--- src/rtl/counter_pkg.sv ---
// Shared constants for the prescaled modulo counter family.
package counter_pkg;

   // Prescaler terminal counts for a 50 MHz system clock.
   localparam int unsigned PERIOD_1HZ    = 50_000_000;
   localparam int unsigned PERIOD_10HZ   = 5_000_000;

   // 30 bits comfortably covers PERIOD_1HZ.
   localparam int unsigned DIV_WIDTH_DEF = 30;

   // Values of the up_down input.
   localparam logic DIR_UP   = 1'b1;
   localparam logic DIR_DOWN = 1'b0;

endpackage

--- src/rtl/mod_counter_prescaled_tick_prescaler.sv ---
// Tick prescaler: counts enabled cycles and fires once every max(period,1) of them.
import counter_pkg::*;

module tick_prescaler #(
   parameter int unsigned DIV_WIDTH = DIV_WIDTH_DEF
) (
   input  logic                 CLK_50M,
   input  logic                 RST,
   input  logic                 en,
   input  logic                 clear,
   input  logic [DIV_WIDTH-1:0] period,
   output logic                 expire,
   output logic                 tick
);

   logic [DIV_WIDTH-1:0] r_p;
   logic                 r_tick;
   logic [DIV_WIDTH-1:0] w_eff;
   logic [DIV_WIDTH-1:0] w_term;

   // A period of 0 behaves like 1 so the prescaler can never stall.
   assign w_eff  = (period == '0) ? DIV_WIDTH'(1) : period;
   assign w_term = w_eff - DIV_WIDTH'(1);

   // Expiry uses >= so that lowering the period mid-count fires on the next
   // enabled cycle instead of running all the way round the counter.
   assign expire = en && !clear && (r_p >= w_term);
   assign tick   = r_tick;

   // Prescaler count and registered tick pulse; clear (load) restarts the count.
   always_ff @(posedge CLK_50M) begin
      if (RST || clear) begin
         r_p    <= '0;
         r_tick <= 1'b0;
      end else if (en) begin
         if (expire) begin
            r_p    <= '0;
            r_tick <= 1'b1;
         end else begin
            r_p    <= r_p + DIV_WIDTH'(1);
            r_tick <= 1'b0;
         end
      end else begin
         r_tick <= 1'b0;
      end
   end

endmodule

--- src/rtl/mod_counter_prescaled.sv ---
// Modulo-N up/down counter stepped by an integrated tick prescaler.
import counter_pkg::*;

module mod_counter_prescaled #(
   parameter int unsigned WIDTH     = 8,
   parameter int unsigned DIV_WIDTH = DIV_WIDTH_DEF
) (
   input  logic                 CLK_50M,
   input  logic                 RST,
   input  logic [DIV_WIDTH-1:0] period,
   input  logic [WIDTH-1:0]     limit,
   input  logic                 en,
   input  logic                 up_down,
   input  logic                 load,
   input  logic [WIDTH-1:0]     load_value,
   output logic [WIDTH-1:0]     LED,
   output logic                 tick,
   output logic                 wrap
);

   logic [WIDTH-1:0] r_led;
   logic             r_wrap;
   logic             w_expire;
   logic [WIDTH:0]   w_lim;
   logic [WIDTH:0]   w_lim_m1;
   logic [WIDTH:0]   w_led_ext;

   tick_prescaler #(
      .DIV_WIDTH (DIV_WIDTH)
   ) u_prescaler (
      .CLK_50M (CLK_50M),
      .RST     (RST),
      .en      (en),
      .clear   (load),
      .period  (period),
      .expire  (w_expire),
      .tick    (tick)
   );

   // Modulus in WIDTH+1 bits: limit 0 means the full 2^WIDTH range, and the
   // extra bit keeps lim-1 and the compares free of overflow.
   assign w_lim     = (limit == '0) ? {1'b1, {WIDTH{1'b0}}} : {1'b0, limit};
   assign w_lim_m1  = w_lim - {{WIDTH{1'b0}}, 1'b1};
   assign w_led_ext = {1'b0, r_led};

   // Count register with load mux and modulo step on the prescaler expiry edge.
   always_ff @(posedge CLK_50M) begin
      if (RST) begin
         r_led  <= '0;
         r_wrap <= 1'b0;
      end else if (load) begin
         // Loaded verbatim, even out of range; the next up step wraps it.
         r_led  <= load_value;
         r_wrap <= 1'b0;
      end else if (w_expire) begin
         if (up_down == DIR_UP) begin
            if (w_led_ext >= w_lim_m1) begin
               r_led  <= '0;
               r_wrap <= 1'b1;
            end else begin
               r_led  <= r_led + WIDTH'(1);
               r_wrap <= 1'b0;
            end
         end else begin
            if (r_led == '0) begin
               r_led  <= w_lim_m1[WIDTH-1:0];
               r_wrap <= 1'b1;
            end else if (w_led_ext > w_lim_m1) begin
               // Limit was lowered below the count: clamp without a wrap.
               r_led  <= w_lim_m1[WIDTH-1:0];
               r_wrap <= 1'b0;
            end else begin
               r_led  <= r_led - WIDTH'(1);
               r_wrap <= 1'b0;
            end
         end
      end else begin
         r_wrap <= 1'b0;
      end
   end

   assign LED  = r_led;
   assign wrap = r_wrap;

endmodule

--- config.mk ---
export PLATFORM = sky130hd
export DESIGN_NAME = mod_counter_prescaled
export DESIGN_NICKNAME = d
export VERILOG_FILES = /design/src/rtl/counter_pkg.sv /design/src/rtl/mod_counter_prescaled_tick_prescaler.sv /design/src/rtl/mod_counter_prescaled.sv
export SDC_FILE = /design/constraint.sdc
export NUM_CORES = 1
export LEC_CHECK = 0
export CAP_MARGIN = 20
export CORE_ASPECT_RATIO = 1.2
export CORE_MARGIN = 8
export CORE_UTILIZATION = 48
export CTS_BUF_LIST = sky130_fd_sc_hd__clkbuf_2 sky130_fd_sc_hd__clkbuf_4 sky130_fd_sc_hd__clkbuf_8
export DETAILED_ROUTE_END_ITERATION = 10
export GPL_TIMING_DRIVEN = 0
export PLACE_DENSITY = 0.71
export SYNTH_ARGS = -nofsm -noshare
export SYNTH_HDL_FRONTEND = slang
export SYNTH_HIERARCHICAL = 1
export SYNTH_SLANG_ARGS = --single-unit
--- constraint.sdc ---
create_clock -name CLK_50M -period 6.9 [get_ports CLK_50M]
set_clock_uncertainty 0.15 [all_clocks]
set_input_delay 1.035 -clock CLK_50M [delete_from_list [all_inputs] [get_ports CLK_50M]]
set_output_delay 1.035 -clock CLK_50M [all_outputs]
set_load 0.02 [all_outputs]
* Word level (Yosys, flattened, before mapping) *
Index checks and enable logic that the tools add are counted.

storage, ports and cells
  flip-flop bits (word level) = 40
  input bits = 51
  output and inout bits = 10
  word-level logic and storage cells = 37

cells by class
  add/sub/neg operators = 5
  order comparisons = 3
  multiplexer cells = 13
  bitwise gates (word level) = 2
  reductions and logical operators = 10

operators with widths
  cell                   count
  $mux 30                2
  $mux 8                 6
  $add 30x1->30 const B  1
  $ge 30x30->1           1
  $logic_not 30->1       1
  $sub 30x1->30 const B  1
  $logic_not 8->1        2
  $ge 8x9->1             1
  $gt 8x9->1             1
  $mux 9                 1
  $sub 9x1->9 const B    1
  $add 8x1->8 const B    1
  $sub 8x1->8 const B    1
  $mux 1                 4
  $reduce_or 3->1        1
  $logic_and 1x1->1      2
  $not 1->1              2
  $reduce_bool 2->1      1
  $reduce_or 2->1        1
  $logic_not 1->1        1
  $logic_or 1x1->1       1

* Longest topological paths before layout *
  depth in word-level cells = 9
  gate-level depth with buffers = 21
  gate-level depth less buffers = 20

* Cells and area by module *
Netlist, hierarchy kept.

by module, submodules not included
  module                 instances  cells each  area each (sq um)  sequential area each (sq um)
  tick_prescaler         1          323         2607.5             620.6
  mod_counter_prescaled  1          176         1272.5             180.2

* Worst setup path before layout *
No wires, ideal clock.

  path kind = input -> register
  start = input period[18]
  end = register r_led[2], in the netlist LED[2]
  library setup time = 0.120 ns
  arrival time = 5.786 ns
  data required time = 6.630 ns
  setup slack = 0.844 ns
  stages = 21
  buffers on the path = 2
  path through = or4_4 > or3_4 > or3_4 > nor2_1 > a21oi_1 > ha_1 > nand2_1 > or3_2 > nor3_1 > xnor2_1 > ha_1 > nand4_1 > nor4_1 > a221oi_1 > o21ai_0 > o2bb2ai_1 > clkbuf_1 > clkbuf_1 > o21ai_0 > a21o_1 > o31a_1

between the ends
  word-level cells in the longest chain between the ends = 6

RTL lines
  what                             line                                        source
  start: declaration               mod_counter_prescaled.sv:10                 input logic [DIV_WIDTH-1:0] period,
  $logic_not 30->1                 mod_counter_prescaled_tick_prescaler.sv:22  assign w_eff = (period == '0) ? DIV_WIDTH'(1) : period;
  $mux 30 (*)                      mod_counter_prescaled_tick_prescaler.sv:22
  $sub 30x1->30 (*)                mod_counter_prescaled_tick_prescaler.sv:23  assign w_term = w_eff - DIV_WIDTH'(1);
  $ge 30x30->1 (*)                 mod_counter_prescaled_tick_prescaler.sv:27  assign expire = en && !clear && (r_p >= w_term);
  $logic_and 1x1->1 (*)            mod_counter_prescaled_tick_prescaler.sv:27
  net w_expire                     mod_counter_prescaled.sv:23                 logic w_expire;
  $reduce_bool 2->1 (no line) (*)  n/a
  end signal: assignment           mod_counter_prescaled.sv:53                 r_led <= load_value;
  end signal: assignment           mod_counter_prescaled.sv:61                 r_led <= r_led + WIDTH'(1);
  end signal: assignment           mod_counter_prescaled.sv:66                 r_led <= w_lim_m1[WIDTH-1:0];
  end: declaration                 mod_counter_prescaled.sv:21                 logic [WIDTH-1:0] r_led;

The timed path passes the listed nets; every way through them passes the cells marked *.
A chain may end at the register's enable or synchronous reset.

* Final worst setup path *
  start = input period[18]
  end = register r_led[6], in the netlist LED[6]

Same word-level chain as after synthesis.

==> results_dict.tcl <==
set metrics [dict create \
    status "completed" \
    p_leak_nw 1.657 \
    r2r_setup_slack_ns 3.82 \
    grt_pass1_wl_mm 17.39 \
    async_reset_ff_share_pct 0 \
    dp_hpwl_mm 8.505 \
    critPathMaxStageDelay_ns 0.58 \
    antenna_cells 0 \
    cap_violations 0 \
    postCtsSetupBuffers 0 \
    cts_tree "yes" \
    final_cell_area_um2 4691 \
    wl_mm 10.24 \
    cp-start-kind "input pin" \
    final_nets 658 \
    postPlaceCellArea_um2 4579 \
    synth_cell_types 60 \
    overflow 0 \
    postCtsHoldBufs 0 \
    ys_ff_latch 40 \
    syn_inst 499 \
    synth-edff-count 0 \
    num_rows 36 \
    fmax_ghz 0.1526 \
    fin_util_pct 58.84 \
    crit_slowest_cell "or4_4" \
    area_delta_synth_final_pct 20.90 \
    cts.clk_slew.worst_paths_ns 0.07 \
    coreArea_um2 7973 \
    place.gp.congestion 0.8998 \
    wl_per_cell_um 15.54 \
    htreeDepth 2 \
    power.density_nw_per_um2 125.8 \
    viasPerCell 5.904 \
    clockRootBuffer "clkbuf_8" \
    crit_arrival_ns 6.57 \
    die_w_um 98.08 \
    min_period_ns 6.554 \
    cp_cell_sequence "clkdlybuf4s50_1 > or4_4 > or3_4 > or3_4 > nor2_1 > a21oi_1 > ha_1 > nand2_1 > or3_2 > nor3_1 > xnor2_1 > ha_1 > nand4_1 > nor4_4 > a221oi_1 > o21ai_1 > o2bb2ai_1 > buf_6 > inv_1 > a2111oi_0 > a211oi_1" \
    die_area_um2 11230 \
    final_cells 659 \
    rsz0062_at_grt "no" \
    worst_pin_slew_ns 0.6247 \
    synth.avg_cell_area_um2 7.775 \
    setup_violations 0 \
    fin_crit_sh_pct 94.98 \
    path_max_fanout 22 \
    track_usage_pct 18.53 \
    required_ns 6.92 \
    clockBufferDepth 2 \
    syn_nets 594 \
    drc 0 \
    irDropWorstVdd_uv 60.28 \
    syn-cell-area_um2 3880 \
    dr.pass1.iters 4 \
    grt_antenna_before_repair 0 \
    final-hold-violation-count 0 \
    die_h_um 114.5 \
    relSlewSlack_pct 58.35 \
    top_level_ports 61 \
    numCtsBuffers 5 \
    ys.flop_type "dfxtp_1" \
    worstSetupEndpointType "flip-flop" \
    yosys_warnings 6 \
    worstHoldPathType "reg -> reg" \
    tns_ns 0 \
    final_antenna_net_count 0 \
    io_buffer_count 58 \
    dp.cells 652 \
    grt_pass1_vias 3847 \
    initial_core_util_pct 48.67 \
    worst_skew_pair.late_latency_ns 0.30 \
    ys_seq_area_share_pct 20.64 \
    grt_max_degree 23 \
    crit_type "in -> reg" \
    drive_gt1_share_pct 5.851 \
    drv_slew 0 \
    cts_sinks 40 \
    vias 3891 \
    drtIter0Drc 161 \
]
[metrics by stage]
stage	worst slack (ns)	total power, mW	hold WS (ns)
final	0.3461	0.5902	0.4057
after global routing	0.03939	0.6282	0.4357
after CTS	0.02964	0.5946	0.4005
after detailed placement	-0.7522	0.4333	0.3823
after global placement	-0.6899	0.4290	0.3713
after floorplan	0.8442	0.3607	0.3423
[cell usage after synthesis (2+ instances only)]
library cell | instances | area share (%)
a211oi_1 | 11 | 2.1
or3_4 | 2 | 0.58
and4_1 | 5 | 1.1
buf_2 | 5 | 0.64
a311oi_1 | 2 | 0.45
or3_1 | 10 | 1.6
o31ai_1 | 4 | 0.77
a31oi_1 | 4 | 0.64
nor3b_1 | 8 | 1.5
nor4_2 | 2 | 0.64
nor4_1 | 11 | 1.8
a21boi_0 | 2 | 0.39
xnor2_1 | 40 | 9.0
a21oi_1 | 30 | 3.9
o2bb2ai_1 | 2 | 0.45
buf_6 | 2 | 0.58
nor2_1 | 40 | 3.9
a21o_1 | 4 | 0.77
xor2_1 | 23 | 5.2
ha_1 | 44 | 14
nand2b_1 | 4 | 0.64
o31a_1 | 4 | 0.90
clkbuf_1 | 12 | 1.2
o22ai_1 | 2 | 0.32
or2_2 | 2 | 0.32
a221oi_1 | 2 | 0.45
nand3b_1 | 2 | 0.39
and3_1 | 5 | 0.81
or4_1 | 2 | 0.39
nand4_1 | 19 | 3.1
nor3_1 | 44 | 5.7
dfxtp_1 | 40 | 21
nand3_1 | 15 | 1.9
o21ai_0 | 13 | 1.7
inv_1 | 20 | 1.9
a211o_1 | 2 | 0.45
nand2_1 | 37 | 3.6
[flip-flops by register name, summed over array words and instances (netlist names)]
signal,flops
wrap,1
u_prescaler/tick,1
u_prescaler/r_p,30
LED,8
[repair_timing]
item,in CTS,in global routing
pin swaps,0,0
endpoints found under the setup margin,9,6
gates resized for setup,2,6
[where the power goes]
group          leakage (nW)  switching, mW  internal (mW)
clock                0.0510         0.0813         0.0798
sequential            0.324        0.00663          0.235
combinational          1.28         0.0974         0.0897
[routing by layer]
metal / up-vias / global-route usage [%] / wire length, um
met5: - / 0 / 0
met4: 0 / 8.438 / 331
met1: 1786 / 20.32 / 4379
li1: 1978 / - / -
met2: 107 / 33.90 / 5043
met3: 20 / 3.285 / 485
[layout by cell type, fill, tap and decap left out, drive strengths merged, types with 14 or more instances in the layout]
cell            n
nor3           44
xnor2          40
ha             44
clkdlybuf4s50  58
inv            21
xor2           23
a21oi          31
nand3          15
nand2          37
clkbuf         16
nor2           40
dfxtp          40
nand4          19
nor4           14
[worst max-delay path, delay by kind of cell]
kind	cells	cell delay, ns
AOI/OAI and AO/OA	6	1.29
and+or+nand+nor	9	2.68
xor gates and xnor gates	1	0.14
buffers and inverters	3	0.85
adders and majority gates	2	0.56
[area by class of cell]
type | instances | area (um2)
clock inverter | 2 | 10.01
timing repair buffer | 58 | 580.6
buffer | 19 | 100.1
inverter | 21 | 78.83
clock buffer | 6 | 82.58
fill | 794 | 3282
tap | 95 | 118.9
sequential | 40 | 800.8
multi-input combinational | 418 | 2919
[path summary, 6_finish.rpt]
kind	end	from	depth (start not counted)
hold / removal	u_prescaler/r_p[1]	u_prescaler/r_p[1]	2
setup reg to reg	LED[6]	u_prescaler/r_p[27]	10
hold reg to reg	u_prescaler/r_p[1]	u_prescaler/r_p[1]	2
setup / recovery	LED[6]	period[18]	21
[logic make-up after synthesis]
family | synth area share [%]
and+or+nand+nor | 30.02
buffers and inverters | 4.514
xor gates and xnor gates | 14.22
AOI/OAI and AO/OA | 16.41
DFF | 20.64
adders and majority gates | 14.19
No activity file was read; power rests on OpenSTA's default activity.
